File: src/rtl/uart_defs_pkg.sv
`default_nettype none
// ============================================================================
// Module      : uart_defs_pkg
// Description : Definitions shared by the UART transmitter and receiver:
//               frame FSM state encodings and bit-period arithmetic.
// Revision    : 1.0 - initial release
// ============================================================================
package uart_defs_pkg;

  // Frame FSM state encodings (also used by the receiver)
  localparam logic [1:0] IDLE  = 2'd0;
  localparam logic [1:0] START = 2'd1;
  localparam logic [1:0] DATA  = 2'd2;
  localparam logic [1:0] STOP  = 2'd3;

  // Clock cycles per line bit; integer division truncates toward zero
  function automatic int bit_ticks(input int clock_rate, input int baud_rate);
    return clock_rate / baud_rate;
  endfunction

  // Counter width able to index 0..n-1, never narrower than one bit
  function automatic int cnt_width(input int n);
    return (n <= 2) ? 1 : $clog2(n);
  endfunction

endpackage
`default_nettype wire

File: src/rtl/uart_fifo.sv
`default_nettype none
// ============================================================================
// Module      : uart_fifo
// Description : Synchronous single-clock FIFO. A push while full and a pop
//               while empty are ignored. Full/empty come from the registered
//               occupancy count only.
// Ports       : clk, reset (sync, active high), push_i, pop_i, data_i,
//               data_o (head entry), full_o, empty_o
// Revision    : 1.0 - initial release
// ============================================================================
module uart_fifo #(
  parameter int DEPTH = 4,   // power of two, >= 2
  parameter int WIDTH = 8
) (
  input  logic             clk,
  input  logic             reset,
  input  logic             push_i,
  input  logic             pop_i,
  input  logic [WIDTH-1:0] data_i,
  output logic [WIDTH-1:0] data_o,
  output logic             full_o,
  output logic             empty_o
);

  localparam int AW = (DEPTH <= 2) ? 1 : $clog2(DEPTH);

  logic [WIDTH-1:0] mem_q [DEPTH];
  logic [AW-1:0]    wr_ptr_q, rd_ptr_q;
  logic [AW:0]      count_q;
  logic             w_push, w_pop;

  assign full_o  = (count_q == (AW+1)'(DEPTH));
  assign empty_o = (count_q == '0);
  assign w_push  = push_i && !full_o;
  assign w_pop   = pop_i && !empty_o;
  assign data_o  = mem_q[rd_ptr_q];

  // Pointers wrap naturally because DEPTH is a power of two
  always_ff @(posedge clk) begin
    if (reset) begin
      wr_ptr_q <= '0;
      rd_ptr_q <= '0;
      count_q  <= '0;
    end else begin
      if (w_push) wr_ptr_q <= wr_ptr_q + AW'(1);
      if (w_pop)  rd_ptr_q <= rd_ptr_q + AW'(1);
      case ({w_push, w_pop})
        2'b10:   count_q <= count_q + (AW+1)'(1);
        2'b01:   count_q <= count_q - (AW+1)'(1);
        default: count_q <= count_q;
      endcase
    end
  end

  // Storage needs no reset: occupancy is tracked by the pointers and count
  always_ff @(posedge clk) begin
    if (w_push && !reset) mem_q[wr_ptr_q] <= data_i;
  end

endmodule
`default_nettype wire

File: src/rtl/uart_tx_buffered.sv
`default_nettype none
// ============================================================================
// Module      : uart_tx_buffered
// Description : 8N1 UART transmitter fed by a byte FIFO. Frames are sent
//               back to back without idle gaps while txEn is high.
// Ports       : clk, reset (sync, active high), txEn (gates new frames),
//               txStart (push strobe), txIn[7:0] (byte to queue),
//               txOut (serial line, idles high), txBusy (frame on line),
//               txDone (last stop-bit cycle), txFull (FIFO full),
//               txErr (dropped-write pulse)
// Revision    : 1.0 - initial release
// ============================================================================
module uart_tx_buffered
  import uart_defs_pkg::*;
#(
  parameter int CLOCK_RATE = 12000000,
  parameter int BAUD_RATE  = 9600,
  parameter int FIFO_DEPTH = 4
) (
  input  logic       clk,
  input  logic       reset,
  input  logic       txEn,
  input  logic       txStart,
  input  logic [7:0] txIn,
  output logic       txOut,
  output logic       txBusy,
  output logic       txDone,
  output logic       txFull,
  output logic       txErr
);

  localparam int BIT_TICKS = bit_ticks(CLOCK_RATE, BAUD_RATE);
  localparam int TICK_W    = cnt_width(BIT_TICKS);
  localparam logic [TICK_W-1:0] TICK_LAST = TICK_W'(BIT_TICKS - 1);

  logic [1:0]        state_q, state_d;
  logic [TICK_W-1:0] tick_q,  tick_d;
  logic [2:0]        bit_q,   bit_d;
  logic [7:0]        shift_q, shift_d;
  logic              txOut_q, txOut_d;
  logic              txErr_q;

  logic              w_pop, w_empty, w_tick_end, w_can_start;
  logic [7:0]        w_head;

  uart_fifo #(
    .DEPTH (FIFO_DEPTH),
    .WIDTH (8)
  ) u_fifo (
    .clk     (clk),
    .reset   (reset),
    .push_i  (txStart),
    .pop_i   (w_pop),
    .data_i  (txIn),
    .data_o  (w_head),
    .full_o  (txFull),
    .empty_o (w_empty)
  );

  assign w_tick_end  = (tick_q == TICK_LAST);
  assign w_can_start = txEn && !w_empty;

  always_comb begin
    state_d = state_q;
    tick_d  = '0;
    bit_d   = bit_q;
    shift_d = shift_q;
    txOut_d = txOut_q;
    w_pop   = 1'b0;
    if (state_q != IDLE)
      tick_d = w_tick_end ? '0 : tick_q + TICK_W'(1);
    case (state_q)
      IDLE: begin
        if (w_can_start) begin
          state_d = START;
          w_pop   = 1'b1;
          shift_d = w_head;
          txOut_d = 1'b0;
        end
      end
      START: begin
        if (w_tick_end) begin
          state_d = DATA;
          bit_d   = 3'd0;
          txOut_d = shift_q[0];
        end
      end
      DATA: begin
        if (w_tick_end) begin
          if (bit_q == 3'd7) begin
            state_d = STOP;
            txOut_d = 1'b1;
          end else begin
            bit_d   = bit_q + 3'd1;
            shift_d = shift_q >> 1;
            // next data bit goes out straight from the pre-shift value
            txOut_d = shift_q[1];
          end
        end
      end
      STOP: begin
        if (w_tick_end) begin
          // chaining straight into START removes any inter-frame gap
          if (w_can_start) begin
            state_d = START;
            w_pop   = 1'b1;
            shift_d = w_head;
            txOut_d = 1'b0;
          end else begin
            state_d = IDLE;
          end
        end
      end
      default: begin
        state_d = IDLE;
        txOut_d = 1'b1;
      end
    endcase
  end

  always_ff @(posedge clk) begin
    if (reset) begin
      state_q <= IDLE;
      tick_q  <= '0;
      bit_q   <= '0;
      shift_q <= '0;
      txOut_q <= 1'b1;
      txErr_q <= 1'b0;
    end else begin
      state_q <= state_d;
      tick_q  <= tick_d;
      bit_q   <= bit_d;
      shift_q <= shift_d;
      txOut_q <= txOut_d;
      // full is the registered count, so a same-cycle pop does not save it
      txErr_q <= txStart && txFull;
    end
  end

  assign txOut  = txOut_q;
  assign txBusy = (state_q != IDLE);
  assign txDone = (state_q == STOP) && w_tick_end;
  assign txErr  = txErr_q;

endmodule
`default_nettype wire

File: config.mk
export PLATFORM = sky130hd
export DESIGN_NAME = uart_tx_buffered
export DESIGN_NICKNAME = d
export VERILOG_FILES = /design/src/rtl/uart_defs_pkg.sv /design/src/rtl/uart_fifo.sv /design/src/rtl/uart_tx_buffered.sv
export SDC_FILE = /design/constraint.sdc
export NUM_CORES = 1
export LEC_CHECK = 0
export ABC_AREA = 1
export CAP_MARGIN = 20
export CORE_ASPECT_RATIO = 0.9
export CORE_MARGIN = 5
export CORE_UTILIZATION = 25
export DETAILED_ROUTE_END_ITERATION = 16
export PLACE_DENSITY = 0.41
export SYNTH_ARGS = -nofsm -noshare
export SYNTH_HDL_FRONTEND = slang
export SYNTH_SLANG_ARGS = --single-unit
File: constraint.sdc
create_clock -name clk -period 2.3 [get_ports clk]
set_clock_uncertainty 0.15 [all_clocks]
set_input_delay 0.46 -clock clk [delete_from_list [all_inputs] [get_ports clk]]
set_output_delay 0.46 -clock clk [all_outputs]
set_load 0.005 [all_outputs]
# Yosys cells after proc, flatten, opt, wreduce, memory -nomap -nowiden
# Memories as Yosys holds them, arrays and structs flattened. A register that Yosys moved wholly into a read port is not among the register bits.
# Cells that the tools add are included.
# classes
n_eq_ne	14
add_sub_neg	6
bitwise_logic	1
muxes	30
reduce_logical	20
# op_table
cell	count
$mux W8	4
$pmux W8 S3	1
$mux W2	7
$ne A2 B2 Y1 const B	6
$pmux W3 S2	2
$add A11 B1 Y11 const B	1
$eq A11 B11 Y1 const B	1
$mux W1	10
$mux W3	3
$pmux W2 S4	1
$reduce_and A4 Y1	2
$add A3 B1 Y3 const B	2
$eq A2 B2 Y1 const B	3
$eq A3 B3 Y1 const B	2
$logic_and A1 B1 Y1	6
$reduce_bool A2 Y1	3
$reduce_and A5 Y1	1
$add A2 B1 Y2 const B	2
$eq A2 B1 Y1 const B	2
$pmux W1 S4	1
$logic_not A1 Y1	3
$logic_not A3 Y1	1
$reduce_and A3 Y1	1
$reduce_bool A3 Y1	1
5 further kinds	5
# totals
output_inout_bits	5
in_bits	12
ramBits	32
ff_bits	33
memories	1
# mem_list
memory	depth	width	read_ports	rd_clocked_by_memory_dff	wr	line_no	rtl
u_fifo.mem_q	4	8	1	1	1	uart_fifo.sv:27	logic [WIDTH-1:0] mem_q [DEPTH];

# Logic depth before layout (Yosys ltp)
# Gate-level depths: netlist of run 1.
# logic_depth
depth_word	9
depth_mapped	14

# Modules after synthesis
# Synthesis of run 1 repeated with hierarchy kept, for this count alone.
# hier_totals
hier_cells	359
hier_area_um2	3231.8
# by_module_without_submodules
mod	n_inst	area_per_inst_um2	cells_each
uart_fifo	1	1707.9	151
uart_tx_buffered	1	1524.0	208

# Worst setup path before layout of run 1
# No wires, ideal clock.
# synth_path
path_kind	flip-flop to flip-flop
from	reg tick_q[0]
to	reg u_fifo.count_q[2]
stages_incl_launch_ff	14
t_arrival_ns	2.122
setup_time_ns	0.122
setup_slack_ns	-0.094
path_cell_list	dfxtp_1 > ha_1 > nand2_1 > nor2_4 > nand3_4 > o21ai_2 > and2_1 > ha_1 > inv_1 > fa_1 > a21oi_1 > o21ai_0 > o21ai_0 > a21oi_1
# synth_via
elab_chain_len	6
elab_cells_between_ends	8
classes_between	3 x eq/ne; 3 x mux; 2 x reduce/logical
# synth_lines
element	line_no	rtl
from (decl)	uart_tx_buffered.sv:37	logic [TICK_W-1:0] tick_q, tick_d;
from (signal assigned)	uart_tx_buffered.sv:131	tick_q <= tick_d;
$eq A11 B11 Y1 (*)	uart_tx_buffered.sv:60	assign w_tick_end = (tick_q == TICK_LAST);
$mux W1 (*)	uart_tx_buffered.sv:102	if (w_tick_end) begin
$pmux W1 S2 (*)	uart_tx_buffered.sv:72	case (state_q)
$logic_and A1 B1 Y1 (*)	uart_fifo.sv:35	assign w_pop = pop_i && !empty_o;
$eq A2 B1 Y1 or $eq A2 B2 Y1 (tied branches)	uart_fifo.sv:47	case ({w_push, w_pop})
$pmux W3 S2 or $reduce_bool A2 Y1 (tied branches)	-	
to (signal assigned)	uart_fifo.sv:48	2'b10: count_q <= count_q + (AW+1)'(1);
to (signal assigned)	uart_fifo.sv:49	2'b01: count_q <= count_q - (AW+1)'(1);
to (signal assigned)	uart_fifo.sv:50	default: count_q <= count_q;
to (decl)	uart_fifo.sv:29	logic [AW:0] count_q;
# Every way passes the cells marked *; elsewhere a longest branch is shown, timed or not.
# A chain may end at the register's enable or synchronous reset.

# Worst setup path in the final report of run 1
# layout_path
from	reg tick_q[1]
to	reg u_fifo.count_q[2]
# The elaborated chain is that of the path after synthesis.

==> results of run 1 <==
-- routing by layer --
metal | global-route usage | vias to the layer above
met2 | 0.159 | 17
li1 | - | 1276
met5 | 0 | -
met1 | 0.121 | 1031
met3 | 0.0343 | 12
met4 | 0.0488 | 0
-- placed cells by master (no fill, tap or decap), drive strengths merged, types with 15 or more instances in the layout --
| cell | Yosys | final |
|---|---|---|
| inv | 44 | 45 |
| nand2 | 71 | 71 |
| buf | 5 | 29 |
| o21ai | 33 | 33 |
| dfxtp | 35 | 35 |
| nand3 | 15 | 15 |
| nor2 | 68 | 68 |
| a21oi | 21 | 21 |
| edfxtp | 32 | 32 |
| clkdlybuf4s50 | 0 | 15 |
-- cell families (layout without fill, tap and decap cells) --
kind of cell / Yosys count / in the layout
buffers and inverters: 53 / 106
DFF: 67 / 67
adders and majority gates: 15 / 15
xor gates and xnor gates: 1 / 1
AOI/OAI and AO/OA: 57 / 57
and+or+nand+nor: 168 / 168
-- cell usage after synthesis, types with 2 or more instances --
cell type  number  area [sq um]
a21oi_1        20           100
and2_1          2          12.5
buf_2           3          15.0
clkbuf_1        2          7.51
dfxtp_1        35           701
edfxtp_1       32           961
ha_1           14           175
inv_1          40           150
inv_2           4          15.0
nand2_1        65           244
nand2_2         5          31.3
nand3_1        13          65.1
nand3_4         2          35.0
nand4_1         3          18.8
nor2_1         66           248
nor3_1          6          30.0
nor3b_1         2          15.0
o211ai_1        2          15.0
o21ai_0        31           155
o21ai_2         2          17.5
-- registers in the layout, indices dropped and copies added, names as in the netlist, named ones only --
name,count
u_fifo.count_q,3
u_fifo.rd_ptr_q,2
txErr,1
txOut,1
u_fifo.wr_ptr_q,2
bit_q,3
tick_q,11
u_fifo.mem_q,32
shift_q,8
state_q,2
-- where the power goes --
group / internal [mW] / switching (mW)
registers: 1.46 / 0.0949
clock network: 0.730 / 0.523
logic: 0.594 / 0.866
total: 2.78 / 1.48
-- per-stage QoR --
step,total power [mW],hold WS (ps),cells,area (sq um)
after floorplan,2.57,273,361,3140
after global placement,2.98,306,556,3650
after detailed placement,2.99,314,556,3650
after CTS,4.28,326,572,3930
after global routing,4.62,329,574,3980
final,4.26,315,574,3980
-- path summary, 6_finish.rpt --
check	depth (start not counted)	end	slack, ps
setup / recovery	14	u_fifo.count_q[2]	30
hold reg to reg	2	shift_q[7]	310
hold / removal	2	shift_q[7]	310
setup reg to reg	14	u_fifo.count_q[2]	30
-- layout make-up --
class,instances,area [sq um]
Sequential cell,67,1670
Multi-Input combinational cell,241,1300
Tap cell,160,200
Clock inverter,6,41.3
Inverter,45,169
Clock buffer,10,229
Fill cell,1316,8200
Timing Repair Buffer,45,373
-- worst max-delay path, cell delays in order, from the launching register on --
cell     delay, ps
dfxtp_2        320
inv_2           60
ha_4           130
nand2_4         50
nor2_4         130
nand3_4         90
o21ai_4        150
and2_4         170
ha_4           110
inv_2           40
fa_2           360
a21oi_2        130
o21ai_1         90
o21ai_1        140
a21oi_1         50
-- what timing repair did --
item | 4_1_cts | 5_1_grt
resized for setup | 3 | 13
hold endpoints to repair | 0 | 0
pin swaps | 0 | 5
endpoints found under the setup margin | 3 | 3
setup buffers | 0 | 2
==> impl_results.md, run 1 <==
* Worst Path Arrival at around 2300 ps
* Kind of critical path: reg2reg
* Dpl ws at -144 ps
* Die W at roughly 130 um
* Adder-Cell Fraction of Synth Area at 0.0624
* I/O Buffers at 16
* FF-to-FF Start: tick_q[1]
* Highest metal used: met4
* Worst-path clk slew at 60 ps
* Compound-Gate Fraction of Synth Area at 0.0996
* Max-cap violation count at 0
* Clock buffer count from CTS at 9
* Critical path required time at 2380 ps
* Routed Antenna Nets at 0
* Met3 WL at 196 um
* Unrepaired setup endpoints after global routing: yes
* CP max FO at 2
* Starting DRT DRC Count at 92
* Vias at ~2300
* Largest family of logic cells by synthesized area: simple AND/OR/NAND/NOR gates
* Initial antenna violation count at 0
* CTS tree: built
* GRT Overall Usage at 0.0995
* Period utilisation layout at 0.986
* Area delta synth->final at 27.1%
* Post-synth net total at 388
* Final number of max-transition violations at 0
* Post-Synth XOR/XNOR Area at 0.00280
* Fin worst setup slack at 33.3 ps
* Worst-margin pin slew at 462 ps
* Achievable frequency at 441 MHz
* Power Density at 1070 mW/mm^2
* Post-synthesis sequential area ratio at 0.531
* Row count at 38
* Post-Synthesis Cells at 361
* VDD IR max at around 0.34 mV
* DR vias/cell at 4.07
* CP endpoint kind: flip-flop
* H-tree Lvls at 3
* Main synth FF type: dfxtp_1
* Pleak at 1.64 nW
* Core Util, Final at 0.327
* Initial Util at 0.257
* Warnings from Yosys at 0
* Share of layout cells above drive strength 1 at 0.181
* Unique cell type count in the Yosys netlist at 32
* # setup viols final at 0
* DR WL met2 at approximately 3100 um
* First-pass DRT Iterations at 4
* Post-Route WL at between 6000 and 7000 um
* Core ar. at 0.0122 sq mm
* Synthesized area at 0.00313 sq mm
* Largest net degree at the start of global routing at 18
* Mux share of post-synthesis cell area at 0
* Hold_buf cts at 0
* DR WL/cell at about 12 um
* Share of synthesized registers carrying an async set or reset at 0
* IO Pins at 17
* HP Class: reg2reg
* Worst skew pair latency at between 300 and 400 ps
* GRT Residual Overflow at 0
* Fin Setup TNS at 0 ps
* CTS max path bufs at 2
* Nets at between 400 and 500
* Worst Setup SP: tick_q[1]
* Number of global-route vias before repair at 2279
* Synthesized flop and latch total at 67
* First-pass GRT wire length at 11300 um
* Avg Inst Size Synth at 8.67 sq um
* Met1 WL at approximately 3300 um
* Post-route minimum period at approximately 2300 ps
* Sink Count at 67
* Slew headroom at 0.692
* Simple-gate portion of the synthesized area at 0.235
* CTS Root Cell: clkbuf_16
* ANT cells at 0
* Dpl hpwl at roughly 4700 um
* Die Height at 116 um
* Final Hold Fails at 0
* Global placement routability congestion at around 0.8
* Worst Hold Launch: shift_q[7]
* CP Launch Type: flip-flop
* Post-synth EDFFs at 32
* Die area at 0.0149 sq mm
* DRC violation count after routing at 0
* Status: finished, final reports clean
No activity file was read; power rests on OpenSTA's default activity.
==> run 2: changes to the inputs <==
Settings changed: CAP_MARGIN 20 to not set, SKIP_LAST_GASP set to 1.
==> results of run 2 <==
Same layout as run 1: the final DEF is identical, and so are final timing and power.
Main changes from that run: number of gates resized after CTS 3 -> 2
==> run 3: changes to the inputs <==
Settings changed: CAP_MARGIN set to 30, CORE_UTILIZATION 25 to 53, PLACE_DENSITY 0.41 to 0.75, SETUP_SLACK_MARGIN set to 0.5.
==> impl_results.md, run 3 (synthesis gave the netlist of run 1 again) <==
* WHS Path Cells at 1
* Area delta synth->final at 26.7%
* Most frequent cells in the layout: nor2_1, nand2_1, inv_1
* Die Height at 82.9 um
* Pwr Total at 4.41 mW
* Reg2Reg Depth at 14
* WP buf/inv at 2
* Slowest-stage cell, CP: fa_2
* GRT Overall Usage at 0.187
* VDD IR max at around 0.7 mV
* First-pass DRT Iterations at 4
* Period utilisation layout at 0.969
* CTS max path bufs at 2
* Initial Util at 0.550
* Nets at approximately 440
* Slew headroom at 0.748
* Dpl cell area at 0.00351 sq mm
* Finished layout cell area at 0.00396 sq mm
* Post-route minimum period at 2230 ps
* DRC violation count after routing at 0
* IO Pins at 17
* FF-to-FF Start: tick_q[1]
* Sink Count at 67
* Pleak at 1.69 nW
* I/O Buffers at 16
* CP endpoint kind: flip-flop
* Global placement routability congestion at 0.769
* Largest Register: u_fifo.mem_q
* Layout Cells excl Fill at 489
* DR vias/cell at 5.14
* Worst Hold Launch: u_fifo.count_q[0]
* GRT Residual Overflow at 0
* Achievable frequency at ~450 MHz
* Vias at approximately 2500
* R2R setup slack at 70 ps
* Number of global-route vias before repair at 2530
* Initial antenna violation count at 0
* Longest individual stage delay on the worst path at roughly 340 ps
* Die area at 0.00754 sq mm
* Status: finished, final reports clean
* First-pass GRT wire length at 11400 um
* Fin worst setup slack at between 70 and 80 ps
* Inst Count DP at 461
* Worst Path Arrival at 2320 ps
* CTS tree: built
* CTS Root Cell: clkbuf_8
* CP max FO at 2
* Starting DRT DRC Count at 118
* Top delay family on crit path: adder cells
* Die W at 91.0 um
* HP Class: reg2reg
* DR WL/cell at 13.8 um
* Commonest non-fill, non-tap cell in the layout: nor2_1
* Row count at 26
* CP Launch Type: flip-flop
* Critical path required time at 2390 ps
* Worst-margin pin slew at between 300 and 400 ps
* Core ar. at 0.00569 sq mm
* Max-cap violation count at 0
* Kind of critical path: reg2reg
* Dpl hpwl at 4350 um
* H-tree Lvls at 3
* Post-Route WL at between 6000 and 7000 um
* WHS at 337 ps
* Worst-path clk slew at 80 ps
* Final Hold Fails at 0
* Clock buffer count from CTS at 9
* Worst skew pair latency at roughly 350 ps
* Dpl ws at -120 ps
* # setup viols final at 0
* Top Registers: u_fifo.mem_q x32, tick_q x11, shift_q x8
* Final number of max-transition violations at 0
* Largest net degree at the start of global routing at 18
* Unrepaired setup endpoints after global routing: yes
* R2R Path End: u_fifo.count_q[2]
* ANT cells at 0
* Max reg flops at 32
* Hold Path Sink: u_fifo.count_q[0]
* Routed Antenna Nets at 0
* Worst path cell trace: inv_2 > ha_4 > nand2_4 > nor2_4 > nand3_4 > o21ai_4 > and2_4 > ha_4 > inv_2 > fa_2 > a21oi_2 > o21ai_1 > o21ai_1 > a21oi_1
* Power Density at 1110 mW/mm^2
* Share of layout cells above drive strength 1 at 0.248
run 3: cell count changes in the layout (fill, tap and decap cells not counted), moves of 4 or more:
cell,delta
buf_6,+5
clkbuf_16,-9
clkbuf_8,+9
clkdlybuf4s50_1,-4
dfxtp_1,-4
inv_1,-4
nand2_1,-4
nor2_1,-4
nor2_2,+4
run 3: power by group:
part | internal (mW) | total [mW] | switching, mW
sequential | 1.46 | 1.58 | 0.119
combinational | 0.706 | 1.69 | 0.987
clock | 0.627 | 1.14 | 0.509
total | 2.79 | 4.41 | 1.61
run 3: worst register-to-register path, delay by kind of cell (launching register included):
| family | cells | cell delay (ps) |
|---|---|---|
| AOI/OAI and AO/OA | 5 | 550 |
| adders and majority gates | 3 | 590 |
| buffers and inverters | 2 | 90 |
| DFF | 1 | 330 |
| and+or+nand+nor | 4 | 430 |
run 3: cell type report:
type / count / area, sq um
clock buffers: 9 / 124
clock inverters: 7 / 104
fillers: 428 / 1730
inverters: 45 / 178
multi-input cells: 242 / 1380
flip-flops and latches: 67 / 1670
well taps: 70 / 87.6
repair buffers: 48 / 409
repair inverters: 1 / 5.00
run 3: per-layer routing:
layer | vias to the layer above | share of wire | GRT usage
met5 | - | 0 | 0
met4 | 0 | 0.015 | 0.0653
met3 | 9 | 0.047 | 0.0597
met2 | 46 | 0.51 | 0.316
met1 | 1174 | 0.43 | 0.224
li1 | 1286 | - | -
run 3: per-stage QoR:
| stage | util | setup TNS (ps) |
|---|---|---|
| 2_1_floorplan | - | 0 |
| 3_3_place_gp | 0.616 | -95.2 |
| 3_5_place_dp | 0.616 | -120 |
| 4_1_cts | 0.678 | 0 |
| 5_1_grt | 0.696 | -41.8 |
| 6_report | 0.696 | 0 |
run 3: worst max-delay path by stage:
stage	startpoint	end	slack [ps]	depth (start not counted)
4_1_cts	tick_q[1]	u_fifo.count_q[2]	30	14
2_1_floorplan	tick_q[1]	u_fifo.count_q[2]	50	14
5_1_grt	tick_q[1]	u_fifo.count_q[2]	-40	14
6_report	tick_q[1]	u_fifo.count_q[2]	70	14
3_3_place_gp	txEn	u_fifo.count_q[2]	-100	11
3_5_place_dp	txEn	u_fifo.count_q[2]	-120	11
run 3: repair_timing:
action                     CTS  global route
gates resized for setup     34            24
hold buffers                 0             0
buffers inserted             5             5
cloned                       1             1
setup endpoints to repair   24            33
pin swaps                   12             9
